## src/rtl/alu_sequencer_if.sv

```systemverilog
// alu_sequencer_if: the sequencer's control bundle.
// Run and DIN go into the sequencer. The register-file, ALU and bus
// enables, together with Done and Busy, come back out.
// master = the side that issues instructions; slave = the sequencer itself.
interface alu_sequencer_if #(
    parameter int n = 16
);
    // instruction side
    logic         run;
    logic [n-1:0] din;

    // datapath control
    logic [7:0]   rin;
    logic [7:0]   rout;
    logic         ain;
    logic         gin;
    logic         gout;
    logic         dinout;
    logic [3:0]   aluop;
    logic         addsub;

    // status
    logic         done;
    logic         busy;

    modport master (
        output run, din,
        input  rin, rout, ain, gin, gout, dinout, aluop, addsub, done, busy
    );

    modport slave (
        input  run, din,
        output rin, rout, ain, gin, gout, dinout, aluop, addsub, done, busy
    );
endinterface

```

## src/rtl/alu_sequencer.sv

```systemverilog
// alu_sequencer: four-step (T0..T3) control FSM for a simple bus-based
// processor datapath.
// T0 waits for Run and captures the instruction word into IR. The later
// steps drive register, ALU and bus enables. The Moore outputs are decoded
// from (state, IR) one cycle early, using the values those registers will
// hold next. They are then registered, so each output flop reflects the
// current state and IR without any combinational path to the pins.
module alu_sequencer #(
    parameter int n = 16
) (
    input  logic           clock,
    input  logic           resetn,
    alu_sequencer_if.slave bus
);

    typedef enum logic [1:0] {
        T0 = 2'd0,
        T1 = 2'd1,
        T2 = 2'd2,
        T3 = 2'd3
    } state_t;

    localparam logic [3:0] OP_SUB     = 4'b0001;
    localparam logic [3:0] OP_LAST_ALU = 4'b0101;
    localparam logic [3:0] OP_MV      = 4'b0110;
    localparam logic [3:0] OP_MVI     = 4'b0111;

    state_t       state_reg, state_next;
    logic [n-1:0] ir_reg, ir_next;

    logic [7:0]   rin_reg, rin_next;
    logic [7:0]   rout_reg, rout_next;
    logic         ain_reg, ain_next;
    logic         gin_reg, gin_next;
    logic         gout_reg, gout_next;
    logic         dinout_reg, dinout_next;
    logic [3:0]   aluop_reg, aluop_next;
    logic         addsub_reg, addsub_next;
    logic         done_reg, done_next;
    logic         busy_reg, busy_next;

    // Fields of the instruction currently held in IR (used for the T1 branch).
    logic [3:0]   op_cur;
    logic         op_cur_is_alu;

    assign op_cur        = ir_reg[15:12];
    assign op_cur_is_alu = (op_cur <= OP_LAST_ALU);

    // Fields of the instruction that IR will hold next cycle (used for output decode).
    logic [3:0]   op_next;
    logic [2:0]   x_next;
    logic [2:0]   y_next;
    logic         op_next_is_alu;
    logic [7:0]   x_sel_next;
    logic [7:0]   y_sel_next;

    assign op_next        = ir_next[15:12];
    assign x_next         = ir_next[11:9];
    assign y_next         = ir_next[8:6];
    assign op_next_is_alu = (op_next <= OP_LAST_ALU);

    // One-hot register selects for the X and Y fields.
    for (genvar gi = 0; gi < 8; gi++) begin : g_reg_sel
        assign x_sel_next[gi] = (x_next == 3'(gi));
        assign y_sel_next[gi] = (y_next == 3'(gi));
    end

    // Step sequencing.
    // Run is looked at only in T0. mv, mvi and illegal opcodes finish in T1;
    // ALU opcodes continue through T2 and T3.
    always_comb begin
        state_next = state_reg;
        ir_next    = ir_reg;
        case (state_reg)
            T0: begin
                if (bus.run) begin
                    state_next = T1;
                    ir_next    = bus.din;
                end
            end
            T1:      state_next = op_cur_is_alu ? T2 : T0;
            T2:      state_next = T3;
            T3:      state_next = T0;
            default: state_next = T0;
        endcase
    end

    // Decode the enables for the step that starts next cycle.
    // Any enable that a step does not name stays 0.
    always_comb begin
        rin_next    = '0;
        rout_next   = '0;
        ain_next    = 1'b0;
        gin_next    = 1'b0;
        gout_next   = 1'b0;
        dinout_next = 1'b0;
        aluop_next  = '0;
        addsub_next = 1'b0;
        done_next   = 1'b0;
        busy_next   = (state_next != T0);
        case (state_next)
            T0: begin
            end
            T1: begin
                if (op_next == OP_MV) begin
                    rout_next = y_sel_next;
                    rin_next  = x_sel_next;
                    done_next = 1'b1;
                end else if (op_next == OP_MVI) begin
                    dinout_next = 1'b1;
                    rin_next    = x_sel_next;
                    done_next   = 1'b1;
                end else if (op_next_is_alu) begin
                    rout_next = x_sel_next;
                    ain_next  = 1'b1;
                end else begin
                    // Illegal opcode: behaves as a nop and completes at once.
                    done_next = 1'b1;
                end
            end
            T2: begin
                rout_next   = y_sel_next;
                gin_next    = 1'b1;
                aluop_next  = op_next;
                addsub_next = (op_next == OP_SUB);
            end
            T3: begin
                gout_next = 1'b1;
                rin_next  = x_sel_next;
                done_next = 1'b1;
            end
            default: begin
            end
        endcase
    end

    // FSM state, IR and the registered Moore outputs.
    // Reset clears all of them at once, even with no clock running, so an
    // instruction that is cut off never gets its Done.
    always_ff @(posedge clock or negedge resetn) begin
        if (!resetn) begin
            state_reg  <= T0;
            ir_reg     <= '0;
            rin_reg    <= '0;
            rout_reg   <= '0;
            ain_reg    <= 1'b0;
            gin_reg    <= 1'b0;
            gout_reg   <= 1'b0;
            dinout_reg <= 1'b0;
            aluop_reg  <= '0;
            addsub_reg <= 1'b0;
            done_reg   <= 1'b0;
            busy_reg   <= 1'b0;
        end else begin
            state_reg  <= state_next;
            ir_reg     <= ir_next;
            rin_reg    <= rin_next;
            rout_reg   <= rout_next;
            ain_reg    <= ain_next;
            gin_reg    <= gin_next;
            gout_reg   <= gout_next;
            dinout_reg <= dinout_next;
            aluop_reg  <= aluop_next;
            addsub_reg <= addsub_next;
            done_reg   <= done_next;
            busy_reg   <= busy_next;
        end
    end

    assign bus.rin    = rin_reg;
    assign bus.rout   = rout_reg;
    assign bus.ain    = ain_reg;
    assign bus.gin    = gin_reg;
    assign bus.gout   = gout_reg;
    assign bus.dinout = dinout_reg;
    assign bus.aluop  = aluop_reg;
    assign bus.addsub = addsub_reg;
    assign bus.done   = done_reg;
    assign bus.busy   = busy_reg;

endmodule

```

## src/flat_wrapper.sv

```systemverilog
// flat-port wrapper written by rule: the top's interface ports become plain ports
module alu_sequencer_flat 
#(
    parameter int n = 16
)
  (clock, resetn, bus_run, bus_din, bus_rin, bus_rout, bus_ain, bus_gin, bus_gout, bus_dinout, bus_aluop, bus_addsub, bus_done, bus_busy);
  alu_sequencer_if #(.n(n)) bus_i ();
  input  logic clock;
  input  logic resetn;
  input wire logic [$bits(bus_i.run)-1:0] bus_run;
  input wire logic [$bits(bus_i.din)-1:0] bus_din;
  output wire logic [$bits(bus_i.rin)-1:0] bus_rin;
  output wire logic [$bits(bus_i.rout)-1:0] bus_rout;
  output wire logic [$bits(bus_i.ain)-1:0] bus_ain;
  output wire logic [$bits(bus_i.gin)-1:0] bus_gin;
  output wire logic [$bits(bus_i.gout)-1:0] bus_gout;
  output wire logic [$bits(bus_i.dinout)-1:0] bus_dinout;
  output wire logic [$bits(bus_i.aluop)-1:0] bus_aluop;
  output wire logic [$bits(bus_i.addsub)-1:0] bus_addsub;
  output wire logic [$bits(bus_i.done)-1:0] bus_done;
  output wire logic [$bits(bus_i.busy)-1:0] bus_busy;
  assign bus_i.run = bus_run;
  assign bus_i.din = bus_din;
  assign bus_rin = bus_i.rin;
  assign bus_rout = bus_i.rout;
  assign bus_ain = bus_i.ain;
  assign bus_gin = bus_i.gin;
  assign bus_gout = bus_i.gout;
  assign bus_dinout = bus_i.dinout;
  assign bus_aluop = bus_i.aluop;
  assign bus_addsub = bus_i.addsub;
  assign bus_done = bus_i.done;
  assign bus_busy = bus_i.busy;
  alu_sequencer #(.n(n)) u_core (.clock(clock), .resetn(resetn), .bus(bus_i));
endmodule
```

## config.mk

```make
export PLATFORM = sky130hd
export DESIGN_NAME = alu_sequencer_flat
export DESIGN_NICKNAME = d
export VERILOG_FILES = /design/src/rtl/alu_sequencer_if.sv /design/src/rtl/alu_sequencer.sv /design/src/flat_wrapper.sv
export SDC_FILE = /design/constraint.sdc
export NUM_CORES = 1
export LEC_CHECK = 0
export CAP_MARGIN = 5
export CORE_MARGIN = 2
export CORE_UTILIZATION = 45
export CTS_CLUSTER_DIAMETER = 150
export DETAILED_ROUTE_END_ITERATION = 16
export HOLD_SLACK_MARGIN = 0.08
export PLACE_DENSITY = 0.83
export SETUP_SLACK_MARGIN = 0.15
export SLEW_MARGIN = 10
export SYNTH_ARGS = -nofsm -noshare
export SYNTH_HDL_FRONTEND = slang
export SYNTH_SLANG_ARGS = --single-unit
```

## constraint.sdc

```tcl
create_clock -name clock -period 1.6 [get_ports clock]
set_input_delay 0.32 -clock clock [delete_from_list [all_inputs] [get_ports clock]]
set_output_delay 0.32 -clock clock [all_outputs]
set_load 0.05 [all_outputs]
```

==> impl_metrics.csv, run 1 <==
group,metric,value,unit
worst_setup_path,critPathCapture,"u_core.bus.rin[7]",
worst_setup_path,crit_slowest_cell,"dfrtp_1",
worst_setup_path,path_class,"reg2reg",
synth,netlist_instances,185,
global_routing,gr-usage-met2,0.371,
timing,fin_crit,1.84,ns
timing,max_slew_margin,0.700,
clock_tree,clockBufferDepth,2,
worst_setup_path,r2r_slack,-0.24,ns
global_routing,grt.met1_usage,0.274,
synth,seq_area_frac_synth,0.499,
global_routing,grt_max_degree,22,
global_routing,grt.busiest_layer,"met2",
die,die_h,69.9,um
hold_path,holdCritPathClass,"in2async",
die,dieWidth,69.9,um
clock_tree,cts_made_buffers,5,
timing,finClkSkew,0.00265,ns
worst_setup_path,reg2reg_depth,6,
drt,drt-total-wl,5.78,mm
drt,wl_per_cell,17.9,um
layout,fillCellCount,235,
synth,syn_area,1950,um2
status,outcome,"finished with violations",
synth,yosys.cell_types.count,45,
pwr,powerDensity,1940,nW/um2
clock_tree,worstSkewPairLatency,0.29,ns
layout,diodes,0,
clock_tree,htree_num_levels,2,
timing,setup_viol,25,
layout,drive_gt1_frac,0.489,
layout,areaGrowthSynthToFinish,57.8,%
clock_tree,clk_root_buffer_cell,"clkbuf_8",
place,dpl.hpwl,3.60,mm
clock_tree,clk_pin_slew,0.07,ns
die,io_pins,46,
layout,nets,293,
place,place_area,2640,um2
worst_setup_path,critical_path.cell_chain,"buf_6 > nor3b_2 > buf_4 > mux2_4 > o21a_4 > nor4b_4",
worst_setup_path,cp-end-kind,"flip-flop",
worst_setup_path,timing.rr.start,"u_core.state_reg[1]",
worst_setup_path,r2r_end,"u_core.bus.rin[7]",
die,rows,23,
global_routing,globalRouteMet3Util,0.0519,
drt,route.detailed.drc,0,
global_routing,grt_pass1_vias,1841,
worst_setup_path,cp-startpoint,"u_core.state_reg[1]",
synth,syn_nets,207,
place,gp_congestion,0.973,
timing,finalHoldViolCount,0,
drt,vias,1878,
die,die_area,4890,um2
timing,worst-slew-pin-transition,0.449,ns
synth,synth-seq-cells,39,
drt,drt-initial-drc-count,167,
timing,finalCritPeriodShare,1.15,
drt,drtPass1Iterations,4,
worst_setup_path,start_kind,"flip-flop",
die,core_area,4090,um2
global_routing,grt-ovfl-total,0,
timing,fmax,0.544,GHz
synth,synthArstFlopShare,1.00,
job,drv_cap,0,
pwr,irDropWorstVdd,0.00150,V
place,portBuffers,39,
synth,synth-edff-count,0,
synth,synth_ff_type,"dfrtp_1",
timing,rsz0062_at_grt,"true",
worst_setup_path,required,1.80,ns
layout,largest_reg_flops,10,
place,dp_slack,-0.609,ns
timing,finalWorstSetupSlack,-0.239,ns
synth,yosys_warnings,0,
timing,slew_violations,0,
synth,synth.avg_cell_area,10.6,um2
global_routing,grt_antenna_before_repair,0,
worst_setup_path,path_max_fanout,8,
clock_tree,cts.sinks,39,
global_routing,grt_pass1_wl,8.74,mm
pwr,leakagePower,1.40,nW
global_routing,grt_usage,0.227,
worst_setup_path,worstPathArrival,2.04,ns
drt,avgViaCountPerCell,5.83,
status,violations,"negative setup slack",
die,start_util,0.478,
worst_setup_path,critical_path.max_stage_delay,0.43,ns
drt,antenna_left,0,
layout,stdcell_area,3080,um2
clock_tree,cts_tree,"yes",
[report_power, final]
group,switching [mW],leakage (nW),internal (mW)
combinational,2.15,0.844,1.71
sequential,0.244,0.513,1.27
clock,0.317,0.0422,0.305
total,2.71,1.40,3.29
[final cells by class]
class / count / area (um2) / share of cell area
Sequential cell: 39 / 977 / 0.317
Timing Repair Buffer: 88 / 758 / 0.246
Clock inverter: 1 / 5.00 / 0.00162
Inverter: 12 / 47.5 / 0.0154
Clock buffer: 7 / 76.3 / 0.0247
Multi-Input combinational cell: 125 / 1160 / 0.375
Tap cell: 50 / 62.6 / 0.0203
[worst max-delay path, delay by kind of cell (launching register included)]
family	cells	cell delay, ns
compound gates	1	0.28
simple gates	2	0.38
flops	1	0.43
buf+inv	2	0.33
mux	1	0.32
[how the worst min path moves through the flow]
| stage | startpoint | endpoint | slack (ns) | cells past startpoint |
|---|---|---|---|---|
| 2_1_floorplan | resetn | u_core.bus.addsub | 0.02 | 0 |
| 3_3_place_gp | resetn | u_core.bus.rout[6] | 0.29 | 1 |
| 3_5_place_dp | resetn | u_core.bus.rout[6] | 0.29 | 1 |
| 4_1_cts | resetn | u_core.bus.rout[7] | 0.52 | 2 |
| 5_1_grt | resetn | u_core.bus.rout[6] | 0.55 | 2 |
| 6_report | resetn | u_core.bus.rout[6] | 0.50 | 2 |
[stage by stage]
stage                     utilization  hold slack [ns]  TNS, ns  power (mW)  std cells
after global routing            0.755            0.547    -4.72        6.27        322
after floorplan                     -           0.0244   -0.124        3.33        185
after CTS                       0.717            0.517    -2.85        5.50        321
after global placement          0.646            0.286   -12.00        4.30        305
final                           0.755            0.504    -3.47        5.99        322
after detailed placement        0.646            0.286   -13.04        4.39        305
[routing by layer]
layer | wire, um | share of wire
met2 | 2950 | 0.51
met5 | 0 | 0
met3 | 351 | 0.061
met4 | 206 | 0.036
met1 | 2270 | 0.39
[kinds of logic after synthesis]
logic type,count (synthesis),share of synthesized area
compound gates,34,0.124
fa+ha+maj,3,0.0192
buf+inv,21,0.0493
flops,39,0.499
mux,13,0.0845
simple gates,75,0.224
[Yosys cell counts (3+ instances only)]
| cell type | instances | area [um2] |
|---|---|---|
| nor2b_1 | 5 | 31.3 |
| a31oi_1 | 7 | 43.8 |
| inv_1 | 11 | 41.3 |
| nor3_1 | 5 | 25.0 |
| nor3b_1 | 3 | 22.5 |
| and3_1 | 4 | 25.0 |
| o21ai_0 | 4 | 20.0 |
| a21oi_1 | 3 | 15.0 |
| nor2_1 | 10 | 37.5 |
| mux2i_1 | 8 | 80.1 |
| a221o_1 | 3 | 30.0 |
| clkbuf_1 | 5 | 18.8 |
| nand3_1 | 6 | 30.0 |
| o211ai_1 | 3 | 22.5 |
| dfrtp_1 | 39 | 976 |
| or2_2 | 3 | 18.8 |
| o32ai_1 | 4 | 35.0 |
| o21ai_1 | 4 | 20.0 |
| nand2_1 | 18 | 67.6 |
| ha_1 | 3 | 37.5 |
| nand3b_1 | 3 | 22.5 |
| nor4_1 | 4 | 25.0 |
[placed cells by master (no fill, tap or decap), types with 4 or more instances in the layout]
cell / n
inv_1: 7
dfrtp_1: 38
nor2b_1: 5
mux2i_2: 4
nor2_1: 9
nor4_4: 6
o21ai_1: 4
clkdlybuf4s50_1: 10
inv_2: 4
and3_1: 4
mux2i_4: 7
nand2_1: 13
a31oi_1: 7
nand3_1: 6
clkbuf_8: 5
buf_4: 63
buf_6: 9
[timing repair]
item / 4_1_cts / 5_1_grt
resized for setup: 33 / 28
hold endpoints to repair: 18 / 0
pin swaps: 10 / 9
buffers inserted: 7 / 1
hold buffers: 1 / 0
gates cloned: 0 / 0
endpoints found under the setup margin: 30 / 32
Note: power is estimated with default switching activity, not from simulation.
==> run 2: changes to the inputs <==
--- a/config.mk
+++ b/config.mk
@@ -13,7 +13,6 @@
 export HOLD_SLACK_MARGIN = 0.08
 export PLACE_DENSITY = 0.83
 export SETUP_SLACK_MARGIN = 0.15
-export SLEW_MARGIN = 10
 export SYNTH_ARGS = -nofsm -noshare
 export SYNTH_HDL_FRONTEND = slang
 export SYNTH_SLANG_ARGS = --single-unit
==> results of run 2 <==
No change in the layout: final DEF, timing and power equal those of run 1.
==> run 3: changes to the inputs <==
--- a/config.mk
+++ b/config.mk
@@ -10,7 +10,6 @@
 export CORE_UTILIZATION = 45
 export CTS_CLUSTER_DIAMETER = 150
 export DETAILED_ROUTE_END_ITERATION = 16
-export HOLD_SLACK_MARGIN = 0.08
 export PLACE_DENSITY = 0.83
 export SETUP_SLACK_MARGIN = 0.15
 export SYNTH_ARGS = -nofsm -noshare
==> results of run 3 <==
No change in the layout: final DEF, timing and power equal those of run 1.
